--- src/rtl/mic_pkg.sv ---
// rtl/mic_pkg.sv - shared types and constants for the PDM microphone deserializer
package mic_pkg;

    typedef enum logic [1:0] {
        ST_IDLE    = 2'd0,
        ST_CAPTURE = 2'd1,
        ST_DONE    = 2'd2
    } mic_state_t;

    localparam int WORD_BITS       = 32;
    localparam int CNT_W           = $clog2(WORD_BITS);
    localparam int PKT_W           = 10;
    localparam int DEF_HALF_PERIOD = 20;
    localparam int DEF_PACKETS     = 937;

endpackage

--- src/rtl/mic_clk_gen.sv ---
// rtl/mic_clk_gen.sv - mic clock divider producing the per-bit sample tick
module mic_clk_gen #(
    parameter int HALF_PERIOD = 20
) (
    input  logic clk,
    input  logic rst_n,
    input  logic run,
    output logic mic_clk,
    output logic sample_tick
);

    localparam int DIV_W = $clog2(HALF_PERIOD + 1);
    localparam logic [DIV_W-1:0] DIV_LAST = DIV_W'(HALF_PERIOD - 1);

    logic [DIV_W-1:0] divider;

    // The toggle that drives mic_clk high is the moment the bit is taken.
    assign sample_tick = run && (divider == DIV_LAST) && !mic_clk;

    // Divider and mic_clk are parked at zero whenever the FSM is not capturing.
    always_ff @(posedge clk or negedge rst_n) begin
        if (!rst_n) begin
            divider <= '0;
            mic_clk <= 1'b0;
        end else if (!run) begin
            divider <= '0;
            mic_clk <= 1'b0;
        end else if (divider == DIV_LAST) begin
            divider <= '0;
            mic_clk <= ~mic_clk;
        end else begin
            divider <= divider + DIV_W'(1);
        end
    end

endmodule

--- src/rtl/mic_deserializer.sv ---
// rtl/mic_deserializer.sv - PDM mic capture: synchronize, shift MSB-first, count words
module mic_deserializer
    import mic_pkg::*;
#(
    parameter int HALF_PERIOD = DEF_HALF_PERIOD,
    parameter int PACKETS     = DEF_PACKETS
) (
    input  logic                 clk,
    input  logic                 reset,
    input  logic                 enable,
    input  logic                 mic_data,
    output logic                 mic_clk,
    output logic                 mic_lrsel,
    output logic [WORD_BITS-1:0] shifted_micData,
    output logic [CNT_W-1:0]     thirty_two_count,
    output logic [PKT_W-1:0]     packets,
    output logic                 word_valid,
    output logic                 busy,
    output logic                 done
);

    localparam logic [PKT_W-1:0] PKT_LAST = PKT_W'(PACKETS - 1);
    localparam logic [CNT_W-1:0] CNT_LAST = CNT_W'(WORD_BITS - 1);

    if (PACKETS < 1 || PACKETS > (1 << PKT_W)) begin : g_bad_packets
        $error("mic_deserializer: PACKETS must be in 1..1024");
    end
    if (HALF_PERIOD < 1) begin : g_bad_half_period
        $error("mic_deserializer: HALF_PERIOD must be at least 1");
    end

    mic_state_t state;
    logic       sync_1;
    logic       sync_2;
    logic       sample_tick;

    // Left/right select tied so the mic drives data for the rising-edge channel.
    assign mic_lrsel = 1'b0;

    mic_clk_gen #(
        .HALF_PERIOD (HALF_PERIOD)
    ) u_clk_gen (
        .clk         (clk),
        .rst_n       (reset),
        .run         (state == ST_CAPTURE),
        .mic_clk     (mic_clk),
        .sample_tick (sample_tick)
    );

    // Two-flop synchronizer for the asynchronous mic data line.
    always_ff @(posedge clk or negedge reset) begin
        if (!reset) begin
            sync_1 <= 1'b0;
            sync_2 <= 1'b0;
        end else begin
            sync_1 <= mic_data;
            sync_2 <= sync_1;
        end
    end

    // Capture FSM: shift one bit per tick, close words, end the run after the last word.
    always_ff @(posedge clk or negedge reset) begin
        if (!reset) begin
            state            <= ST_IDLE;
            shifted_micData  <= '0;
            thirty_two_count <= '0;
            packets          <= '0;
            word_valid       <= 1'b0;
            busy             <= 1'b0;
            done             <= 1'b0;
        end else begin
            word_valid <= 1'b0;
            done       <= 1'b0;
            case (state)
                ST_IDLE: begin
                    thirty_two_count <= '0;
                    packets          <= '0;
                    if (enable) begin
                        state <= ST_CAPTURE;
                        busy  <= 1'b1;
                    end
                end
                ST_CAPTURE: begin
                    if (sample_tick) begin
                        shifted_micData <= {shifted_micData[WORD_BITS-2:0], sync_2};
                        if (thirty_two_count == CNT_LAST) begin
                            thirty_two_count <= '0;
                            word_valid       <= 1'b1;
                            if (packets == PKT_LAST) begin
                                done  <= 1'b1;
                                busy  <= 1'b0;
                                state <= ST_DONE;
                            end else begin
                                packets <= packets + PKT_W'(1);
                            end
                        end else begin
                            thirty_two_count <= thirty_two_count + CNT_W'(1);
                        end
                    end
                end
                ST_DONE: begin
                    packets <= '0;
                    state   <= ST_IDLE;
                end
                default: begin
                    state <= ST_IDLE;
                    busy  <= 1'b0;
                end
            endcase
        end
    end

endmodule

--- config.mk ---
export PLATFORM = sky130hd
export DESIGN_NAME = mic_deserializer
export DESIGN_NICKNAME = d
export VERILOG_FILES = /design/src/rtl/mic_pkg.sv /design/src/rtl/mic_clk_gen.sv /design/src/rtl/mic_deserializer.sv
export SDC_FILE = /design/constraint.sdc
export NUM_CORES = 1
export LEC_CHECK = 0
export ABC_AREA = 1
export BUFFER_PORTS_ARGS = -buffer_cell sky130_fd_sc_hd__buf_2
export CORE_MARGIN = 3
export CORE_UTILIZATION = 49
export DETAILED_ROUTE_END_ITERATION = 8
export GPL_TIMING_DRIVEN = 0
export PLACE_DENSITY = 0.85
export SLEW_MARGIN = 10
export SYNTH_ARGS = -nofsm -noshare
export SYNTH_HDL_FRONTEND = slang
export SYNTH_HIERARCHICAL = 1
export SYNTH_SLANG_ARGS = --single-unit
--- constraint.sdc ---
create_clock -name clk -period 1.9 [get_ports clk]
set_clock_uncertainty 0.1 [all_clocks]
set_input_delay 0.285 -clock clk [delete_from_list [all_inputs] [get_ports clk]]
set_output_delay 0.285 -clock clk [all_outputs]
set_load 0.005 [all_outputs]
==> results.md, run 1 <==
- Remaining global-route overflow: 0
- Most common cell after layout, fill and taps aside: nand2_1
- Final Worst Setup Slack: 0.0708 ns
- Slew headroom: 50.2%
- Power Total: 3.50 mW
- First-pass GRT wire length: 10200 um
- Hold_ws: 0.103 ns
- Final Max Tran Viols: 0
- Die Ht: 80.5 um
- Final hold vios: 0
- Routed vias/inst: 4.82
- Fill cells: 431
- Leak Pwr: 1.97 nW
- Worst VDD drop: 0.889 mV
- Worst Reg-to-Reg Cells: 11
- Post-route ant nets: 0
- Crit path cell chain: ha_2, inv_1, nor3_2, ha_2, inv_4, nor2_8, nand2_4, nand2_4, buf_8, nand2_1, o21ai_2
- Avg Cell Area, Syn: 8.39 um2
- Fin nets: 411
- Core ar.: 5240 um2
- Period utilization: 96.3%
- Initial antenna violation count: 0
- Max clock buf depth: 2
- Finished Layout Cells: 477
- Clock Sinks: 60
- CTS root buffer: clkbuf_8
- Commonest cells after routing, fill and taps aside: nand2_1, dfrtp_1, buf_2
- GPL Wtd Cong: 0.771
- Max stage delay cell, worst path: dfrtp_1
- Post-Synthesis Cells: 324
- Dpl ws: -0.279 ns
- Register-to-register setup slack: 0.07 ns
- Post-synthesis register bit count: 60
- Buffers added on ports: 54
- Clock latency on the worst-skew pair: 0.33 ns
- Reg-to-Reg End: packets[4]$_DFFE_PN0P_
- Ranking of synthesized cells by area: dfrtp_1, nand2_1, inv_1
- Num CTS Buffers: 9
- Maximum clock frequency: 547 MHz
- Syn_nets: 333
- Setup TNS: 0 ns
- Critical path's largest stage delay: 0.41 ns
- Pre-Repair DR Iteration Count: 4
- Worst hold path class: input port to flip-flop
- Crit path to: packets[4]$_DFFE_PN0P_
- Mapped cell area: 2720 um2
- Crit path from: thirty_two_count[0]$_DFFE_PN0P_
- Post-Place Cells: 448
- DPL Wire Length: 4040 um
- Die W: 80.5 um
- Crit path DAT: 1.98 ns
- Wire per inst: 13.0 um
- Area leader, netlist: dfrtp_1
- Iteration-0 DRC Markers: 124
- Maximum level of the CTS H-tree: 3
- Largest net degree at the start of global routing: 61
- RR Startpoint: thirty_two_count[0]$_DFFE_PN0P_
- WP data required: 2.05 ns
- Dpl cell area: 3080 um2
- CP startpoint kind: flip-flop
- CTS tree: yes
- Sequential share of the synthesized area: 55.2%
- DR vias: 2301
- Status: finished, final reports clean
- Final setup viols: 0
- Fin area: 3500 um2
- I/O pin total: 56
- Warnings, synthesis: 6
- Area share of the largest cell type after synthesis: 55.2%
- Worst-path clk slew: 0.07 ns
- Worst-margin pin slew: 0.747 ns
- Number of global-route vias before repair: 2297
- Full die area: 6480 um2
- Yosys cell types: 26
- Final WL: 6210 um
- Num rows: 26
- Tot GR Track Use: 20.5%
- Max-Cap Viols: 0
- Layout area overhead: 28.8%
- Hold_sp: enable
- Fraction of layout instances using a drive strength above 1: 28.0%
- Critical path endpoint category: flip-flop
- Critical Path Fanout Max: 6
- Residual DRC: 0
- N_diodes: 0
- Post-layout minimum cycle time: 1.83 ns
- Pwr dens: 1000 nW/um2
- Setup CP Type: flip-flop to flip-flop
- Initial Util: 51.9%
- Fin util: 66.8%
-- area by class of cell --
| cell class | instances | area (um2) | area share [%] |
|---|---|---|---|
| sequential | 60 | 1500 | 42.9 |
| clock buffer | 12 | 135 | 3.86 |
| multi-input combinational | 225 | 1100 | 31.5 |
| timing repair buffer | 67 | 393 | 11.2 |
| buffer | 9 | 62.6 | 1.79 |
| inverter | 30 | 118 | 3.36 |
| clock inverter | 4 | 97.6 | 2.79 |
| tap | 70 | 87.6 | 2.50 |
-- how the worst min path moves through the flow --
stage	end	slack [ns]	depth (start not counted)
finish	busy$_DFFE_PN0P_	0.10	3
global route	state[0]$_DFFE_PN0P_	0.12	3
CTS	busy$_DFFE_PN0P_	0.10	3
detailed placement	sync_2$_DFF_PN0_	0.25	0
global placement	sync_2$_DFF_PN0_	0.23	0
floorplan	busy$_DFFE_PN0P_	-0.11	0
-- Yosys cell counts, drive strengths merged --
cell type	number
o21ai	13
nand3	15
nor3b	1
nor3	7
nand4	2
dfrtp	60
xor2	3
clkbuf	3
conb	1
xnor2	1
a22o	1
nand2	142
inv	30
nor2	27
a21oi	7
ha	5
buf	6
-- where the power goes --
| part | switching, mW | total, mW | leakage [nW] | internal [mW] |
|---|---|---|---|---|
| sequential | 0.0644 | 1.40 | 0.824 | 1.34 |
| combinational | 0.446 | 0.739 | 1.04 | 0.294 |
| clock | 0.487 | 1.36 | 0.111 | 0.874 |
| total | 0.997 | 3.50 | 1.97 | 2.51 |
-- cells by family (layout without fill, tap and decap cells) --
logic type                 Yosys count  in the layout  synth area share, %
and+or+nand+nor                    194            194                 30.2
adders and majority gates            5              5                 2.30
DFF                                 60             60                 55.2
AOI/OAI and AO/OA                   21             21                 4.83
xor gates and xnor gates             4              4                 1.29
buffers and inverters               39            122                 5.99
other                                1              1                0.138
-- worst max-delay path: cells and delay by family, from the launching register on --
| family | cells | cell delay, ns |
|---|---|---|
| buffers and inverters | 3 | 0.25 |
| AND/OR/NAND/NOR | 5 | 0.51 |
| adder cells (fa/ha/maj) | 2 | 0.42 |
| flip-flops | 1 | 0.41 |
| AO/OA/AOI/OAI | 1 | 0.06 |
-- state kept, by name, indices dropped and copies added, names as in the netlist --
name	flops
shifted_micData	32
packets	10
thirty_two_count	5
u_clk_gen/divider	5
state	2
busy	1
done	1
sync_1	1
sync_2	1
u_clk_gen/mic_clk	1
word_valid	1
-- layer usage --
| metal | up-vias | global-route usage, % | wire (um) |
|---|---|---|---|
| met5 | - | 0 | 0 |
| met4 | 0 | 9.12 | 95 |
| met3 | 10 | 3.25 | 219 |
| met2 | 56 | 35.5 | 3250 |
| met1 | 1085 | 25.0 | 2650 |
| li1 | 1150 | - | - |
-- what timing repair did --
action,4_1_cts,5_1_grt
hold buffers,2,0
cloned,0,1
buffers inserted,3,7
hold endpoints to repair,61,0
pin swaps,2,4
resized for setup,10,14
endpoints found under the setup margin,42,46
(Power assumes the default switching activity.)
==> run 2, diff against run 1 <==
- CORE_MARGIN: 3 -> 2
- CORE_UTILIZATION: 49 -> 51
- CTS_BUF_LIST: not set -> sky130_fd_sc_hd__clkbuf_2
- PLACE_DENSITY: 0.85 -> 0.88
==> run 2 against run 1 <==
Power fell by 7.3%; cell count rose by 1.7%; sequential cell count did not move; sequential share of layout area rose by 0.072 points; sequential power barely moved; routed wire length rose by 1.3%; critical path depth rose by 2; setup slack got worse by 0.049 ns.
==> results.md, run 2 (synthesis results as in run 1) <==
- Status: finished, final reports clean
- Fin nets: 419 (+1.9%)
- Maximum clock frequency: 532 MHz (-2.6%)
- CP startpoint kind: flip-flop
- Family with the most delay on the worst path: simple AND/OR/NAND/NOR gates
- Fill cells: 434 (+0.70%)
- Final WL: 6290 um (+1.3%)
- Reg area: 1500 um2 (about the same)
- Layout area overhead: 28.5%
- Num rows: 26 (unchanged)
- Final Worst Setup Slack: 0.0217 ns (-0.0491 ns)
- I/O pin total: 56 (unchanged)
- GPL Wtd Cong: 0.792 (+2.7%)
- Clock latency on the worst-skew pair: 0.45 ns (+0.12 ns)
- Routed vias/inst: 4.86 (+0.66%)
- Tot GR Track Use: 22.4% (+2.0 points)
- Area of the multi-input gates: 1130 um2 (+2.2%)
- Dpl cell area: 3080 um2 (unchanged)
- Core ar.: 5140 um2 (-1.9%)
- Die W: 77.0 um (-4.3%)
- Crit path cell chain: inv_1, nand2_2, inv_4, inv_4, nor2_4, nand3_2, inv_2, nand2_4, nor2_8, nand2_4, nand2_4, clkbuf_16, o21ai_2
- Biggest register: shifted_micData
- CTS tree: yes
- Residual DRC: 0 (unchanged)
- Period utilization: 98.9% (+2.6 points)
- Setup CP Type: flip-flop to flip-flop
- Crit path DAT: 2.13 ns (+0.15 ns)
- Initial Util: 52.9% (+0.99 points)
- Buffers added on ports: 54 (unchanged)
- Critical Path Fanout Max: 7 (+1)
- Number of global-route vias before repair: 2297 (unchanged)
- First-pass GRT wire length: 10500 um (+3.0%)
- Fin util: 67.9% (+1.1 points)
- Dpl ws: -0.315 ns (-0.0355 ns)
- Fin area: 3490 um2 (-0.25%)
- Commonest cells after routing, fill and taps aside: nand2_1, dfrtp_1, buf_2
- Max clock buf depth: 2 (unchanged)
- Largest regs: shifted_micData: 32 flops, packets: 10 flops
- Final hold vios: 0 (unchanged)
- Largest net degree at the start of global routing: 61 (unchanged)
- Initial antenna violation count: 0 (unchanged)
- Max-Cap Viols: 0 (unchanged)
- Buf+Inv Stages, Crit Path: 5 (+2)
- Fraction of layout instances using a drive strength above 1: 30.1% (+2.1 points)
- Worst-margin pin slew: 0.733 ns (-0.0143 ns)
- Iteration-0 DRC Markers: 141 (+14%)
- Post-layout minimum cycle time: 1.88 ns (+0.0491 ns)
- Leak Pwr: 1.98 nW (+0.35%)
- WP data required: 2.15 ns (+0.10 ns)
- Worst VDD drop: 0.573 mV (-36%)
- Setup TNS: 0 ns (unchanged)
- Max FFs per register: 32 (unchanged)
- N_diodes: 0 (unchanged)
- Post-route ant nets: 0 (unchanged)
- Wire per inst: 13.0 um (-0.38%)
- DR vias: 2355 (+2.3%)
- Unrepaired setup endpoints after global routing: true
- Power Total: 3.25 mW (-7.3%)
- DPL Wire Length: 3940 um (-2.6%)
- Critical path's largest stage delay: 0.42 ns (about the same)
- Die Ht: 77.0 um (-4.3%)
- Maximum level of the CTS H-tree: 3 (unchanged)
- Final setup viols: 0 (unchanged)
- Full die area: 5930 um2 (-8.5%)
- Max stage delay cell, worst path: dfrtp_1
- Worst-path clk slew: 0.18 ns (+0.11 ns)
- Pwr dens: 931 nW/um2 (-7.0%)
- Critical path endpoint category: flip-flop
- Register-to-register setup slack: 0.02 ns (-0.05 ns)
- Most common cell after layout, fill and taps aside: nand2_1
- Final Max Tran Viols: 0 (unchanged)
- Pre-Repair DR Iteration Count: 4 (unchanged)
- Num CTS Buffers: 9 (unchanged)
- CTS root buffer: clkbuf_2
- Slew headroom: 51.1% (+0.95 points)
- Clock Sinks: 60 (unchanged)
- Remaining global-route overflow: 0 (unchanged)
- Worst hold path class: flip-flop to flip-flop
- Cell mode on critical path: nand2_4
-- run 2: metal layers --
layer / global-route usage, % / vias up / wire length [um]
li1: - / 1169 / -
met1: 27.8 / 1111 / 2600
met2: 37.5 / 63 / 3350
met3: 3.88 / 12 / 231
met4: 12.0 / 0 / 108
met5: 0 / - / 0
-- run 2: through the flow --
stage	hold WS, ns	instances
global placement	0.234	448
CTS	0.285	474
detailed placement	0.245	448
finish	0.284	485
floorplan	-0.111	324
global route	0.305	485
-- run 2: timing repair --
action	4_1_cts	5_1_grt
cloned	0	1
resized for setup	14	16
endpoints found under the hold margin	63	0
hold buffers	3	0
setup buffers	7	10
setup endpoints to repair	44	46
pin swaps	1	12
-- run 2: cell type report --
cell class	count	share of cell area (%)
timing repair buffer	75	13.2
multi-input combinational	225	32.3
buffer	9	1.76
clock buffer	9	1.29
clock inverter	7	2.62
sequential	60	43.0
tap	70	2.51
inverter	30	3.37
-- run 2: path summary, 6_finish.rpt --
check / from / to / cells after the start
worst max-delay path: state[1]$_DFFE_PN0P_ / packets[2]$_DFFE_PN0P_ / 13
worst min-delay path: sync_1$_DFF_PN0_ / sync_2$_DFF_PN0_ / 0
worst max register to register: state[1]$_DFFE_PN0P_ / packets[2]$_DFFE_PN0P_ / 13
worst min register to register: sync_1$_DFF_PN0_ / sync_2$_DFF_PN0_ / 0
max in group asynchronous: reset / packets[1]$_DFFE_PN0P_ / 2
min in group asynchronous: reset / shifted_micData[3]$_DFFE_PN0P_ / 2
-- run 2: power breakdown --
part           total [mW]  switching [mW]  internal, mW
registers            1.39          0.0569          1.34
clock network       0.911           0.483         0.429
logic               0.944           0.533         0.410
total                3.25            1.07          2.18
-- run 2: worst register-to-register path, cell delays in order, from the launching register on --
cell and delay [ns]:
dfrtp_1 0.42, inv_1 0.07, nand2_2 0.11, inv_4 0.09, inv_4 0.04, nor2_4 0.10
nand3_2 0.09, inv_2 0.13, nand2_4 0.11, nor2_8 0.15, nand2_4 0.08, nand2_4 0.10
clkbuf_16 0.15, o21ai_2 0.05
==> run 3, diff against run 2 <==
- ABC_AREA: 1 -> 0
- PLACE_DENSITY: 0.88 -> not set
- PLACE_DENSITY_LB_ADDON: not set -> 0.12
- SKIP_CTS_REPAIR_TIMING: not set -> 1
==> run 3 against run 2 <==
The run now ends with negative setup slack left; routed wire length down 9.1%; highest routed layer unchanged; non-clock buffer count down 7; global-route usage down 3.0 points; largest cell class unchanged; critical path type unchanged; power down 8.0%; critical endpoint is now packets[7]$_DFFE_PN0P_.
==> results.md, run 3 <==
- Status: finished, violations left
- Failing checks: negative setup slack
- Leak Pwr: 1.87 nW (-5.5%)
- Critical path endpoint category: flip-flop
- Met3 GRT Util: 4.27% (+0.38 points)
- Ranking of synthesized cells by area: dfrtp_1, mux2_2, ha_1
- Full die area: 5860 um2 (-1.2%)
- CTS tree: yes
- Number of flops mapped to enable cells by yosys: 0 (unchanged)
- Fin nets: 301 (-28%)
- Slew headroom: 49.7% (-1.4 points)
- Dpl cell area: 3060 um2 (-0.73%)
- Initial antenna violation count: 0 (unchanged)
- Max-Cap Viols: 0 (unchanged)
- Final hold vios: 0 (unchanged)
- Crit path DAT: 2.37 ns (+0.24 ns)
- GRT busiest layer: met2
- I/O pin total: 56 (unchanged)
- Clock Sinks: 60 (unchanged)
- Maximum level of the CTS H-tree: 3 (unchanged)
- Largest regs: shifted_micData: 32 flops, packets: 10 flops
- Pwr dens: 865 nW/um2 (-7.0%)
- Setup CP Type: flip-flop to flip-flop
- Tot GR Track Use: 19.4% (-3.0 points)
- First-pass GRT wire length: 8980 um (-15%)
- Iteration-0 DRC Markers: 103 (-27%)
- Area share of the largest cell type after synthesis: 55.9% (+0.70 points)
- Period utilization: 111% (+12 points)
- Num CTS Buffers: 9 (unchanged)
- N_diodes: 0 (unchanged)
- Most common cell in the netlist: dfrtp_1
- Avg Cell Area, Syn: 12.6 um2 (+50%)
- Remaining global-route overflow: 0 (unchanged)
- Post-Synthesis Cells: 213 (-34%)
- Post-route ant nets: 0 (unchanged)
- Synth Flop Type: dfrtp_1
- Syn_nets: 222 (-33%)
- Clock latency on the worst-skew pair: 0.47 ns (+0.02 ns)
- Power Total: 2.99 mW (-8.0%)
- Routed vias/inst: 5.40 (+11%)
- Worst hold path class: flip-flop to flip-flop
- Pre-Repair DR Iteration Count: 4 (unchanged)
- Area leader, netlist: dfrtp_1
- Register-to-register setup slack: -0.21 ns (-0.23 ns)
- Number of global-route vias before repair: 1878 (-18%)
- Commonest cells after routing, fill and taps aside: dfrtp_1, buf_2, mux2_2
- DPL Wire Length: 3570 um (-9.4%)
- Residual DRC: 0 (unchanged)
- Biggest register: shifted_micData
- Largest net degree at the start of global routing: 61 (unchanged)
- DR vias: 1983 (-16%)
- Die Ht: 76.5 um (-0.59%)
- Final Max Tran Viols: 0 (unchanged)
- Worst-path clk slew: 0.17 ns (about the same)
- Unrepaired setup endpoints after global routing: true
- Fin area: 3450 um2 (-1.0%)
- Mapped cell area: 2680 um2 (-1.2%)
- CTS root buffer: clkbuf_2
- Met1 Use GR: 25.8% (-2.1 points)
- Max clock buf depth: 2 (unchanged)
- Yosys cell types: 50 (+92%)
- Maximum clock frequency: 474 MHz (-11%)
- Post-synthesis register bit count: 60 (unchanged)
- Worst VDD drop: 0.606 mV (+5.8%)
- Buffers added on ports: 54 (unchanged)
- Critical Path Fanout Max: 5 (-2)
- Core ar.: 5110 um2 (-0.63%)
- Fraction of layout instances using a drive strength above 1: 46.5% (+16 points)
- Die W: 76.5 um (-0.59%)
- Final WL: 5720 um (-9.1%)
- Sequential share of the synthesized area: 55.9% (+0.70 points)
- Hold_ws: 0.276 ns (-0.00822 ns)
- Final Worst Setup Slack: -0.212 ns (-0.233 ns)
- Post-layout minimum cycle time: 2.11 ns (+0.233 ns)
- Most common cell after layout, fill and taps aside: dfrtp_1
- Setup TNS: -6.51 ns (-6.51 ns)
- CP startpoint kind: flip-flop
- Wire per inst: 15.6 um (+20%)
- Warnings, synthesis: 6 (unchanged)
- WP data required: 2.16 ns (about the same)
- Initial Util: 52.5% (-0.32 points)
- Max FFs per register: 32 (unchanged)
- Layout area overhead: 28.7%
- Synth cell count leaders: dfrtp_1, mux2_2, nand2_1
- Num rows: 26 (unchanged)
- Final setup viols: 48 (+48)
- Met2 usage: 30.4% (-7.1 points)
- Synth async-reset ratio: 100% (unchanged)
- Worst-margin pin slew: 0.755 ns (+0.0216 ns)
- GPL Wtd Cong: 0.829 (+4.6%)
run 3: cell types whose count changed after synthesis, moves of 4 or more:
cell,before,now
nand2_1,136,14
nor2_1,24,1
mux2_2,0,32
nor3_1,7,2
nand3_1,14,6
nor4_1,0,4
mux2i_1,0,6
nand2b_1,0,5
inv_1,29,11
o21ai_2,6,0
run 3: final timing paths:
path,start,to,depth (start not counted)
min reg2reg,sync_1$_DFF_PN0_,sync_2$_DFF_PN0_,0
max,u_clk_gen/divider[0]$_DFF_PN0_,packets[7]$_DFFE_PN0P_,8
min,sync_1$_DFF_PN0_,sync_2$_DFF_PN0_,0
max in group asynchronous,reset,busy$_DFFE_PN0P_,2
min in group asynchronous,reset,shifted_micData[25]$_DFFE_PN0P_,2
max reg2reg,u_clk_gen/divider[0]$_DFF_PN0_,packets[7]$_DFFE_PN0P_,8
run 3: worst max-delay path, cell delays in order (launching register included):
cell and delay [ns]:
dfrtp_1 0.45, ha_4 0.16, and4bb_1 0.25, and3b_2 0.25, nand4b_1 0.17, buf_6 0.18, buf_4 0.14, o31ai_2 0.21
a21oi_1 0.09
run 3: layout make-up:
class	count	area, um2
Fill cell	412	1650
Timing Repair Buffer	68	435
Sequential cell	60	1500
Clock buffer	11	55.1
Tap cell	70	87.6
Inverter	11	41.3
Clock inverter	5	52.6
Multi-Input combinational cell	133	1190
Buffer	9	86.3
run 3: cell families (layout without fill, tap and decap cells):
kind of cell | after synthesis | after routing | share of synthesized area (%)
multiplexers | 38 | 38 | 15.7
adder cells (fa/ha/maj) | 5 | 5 | 2.33
AND/OR/NAND/NOR | 60 | 60 | 14.4
AO/OA/AOI/OAI | 27 | 27 | 6.90
other | 1 | 1 | 0.140
flip-flops | 60 | 60 | 55.9
XOR/XNOR | 2 | 2 | 0.653
buffers and inverters | 20 | 104 | 4.01
run 3: through the flow:
step	setup slack [ns]	instances	util [%]
after floorplan	-0.00430	213	-
after global placement	-0.399	337	59.8
after detailed placement	-0.411	337	59.8
after CTS	-0.449	353	61.9
after global routing	-0.325	367	67.6
final	-0.212	367	67.6
run 3: power breakdown:
| part | switching [mW] | leakage (nW) | total [mW] | internal (mW) |
|---|---|---|---|---|
| combinational | 0.271 | 0.994 | 0.681 | 0.410 |
| sequential | 0.121 | 0.806 | 1.52 | 1.40 |
| clock | 0.480 | 0.0717 | 0.789 | 0.309 |
| total | 0.871 | 1.87 | 2.99 | 2.12 |
run 3: routing by layer:
metal  wire [um]  share of wire, %
met4          40              0.70
met2        2860                50
met5           0                 0
met3         255               4.5
met1        2560                45
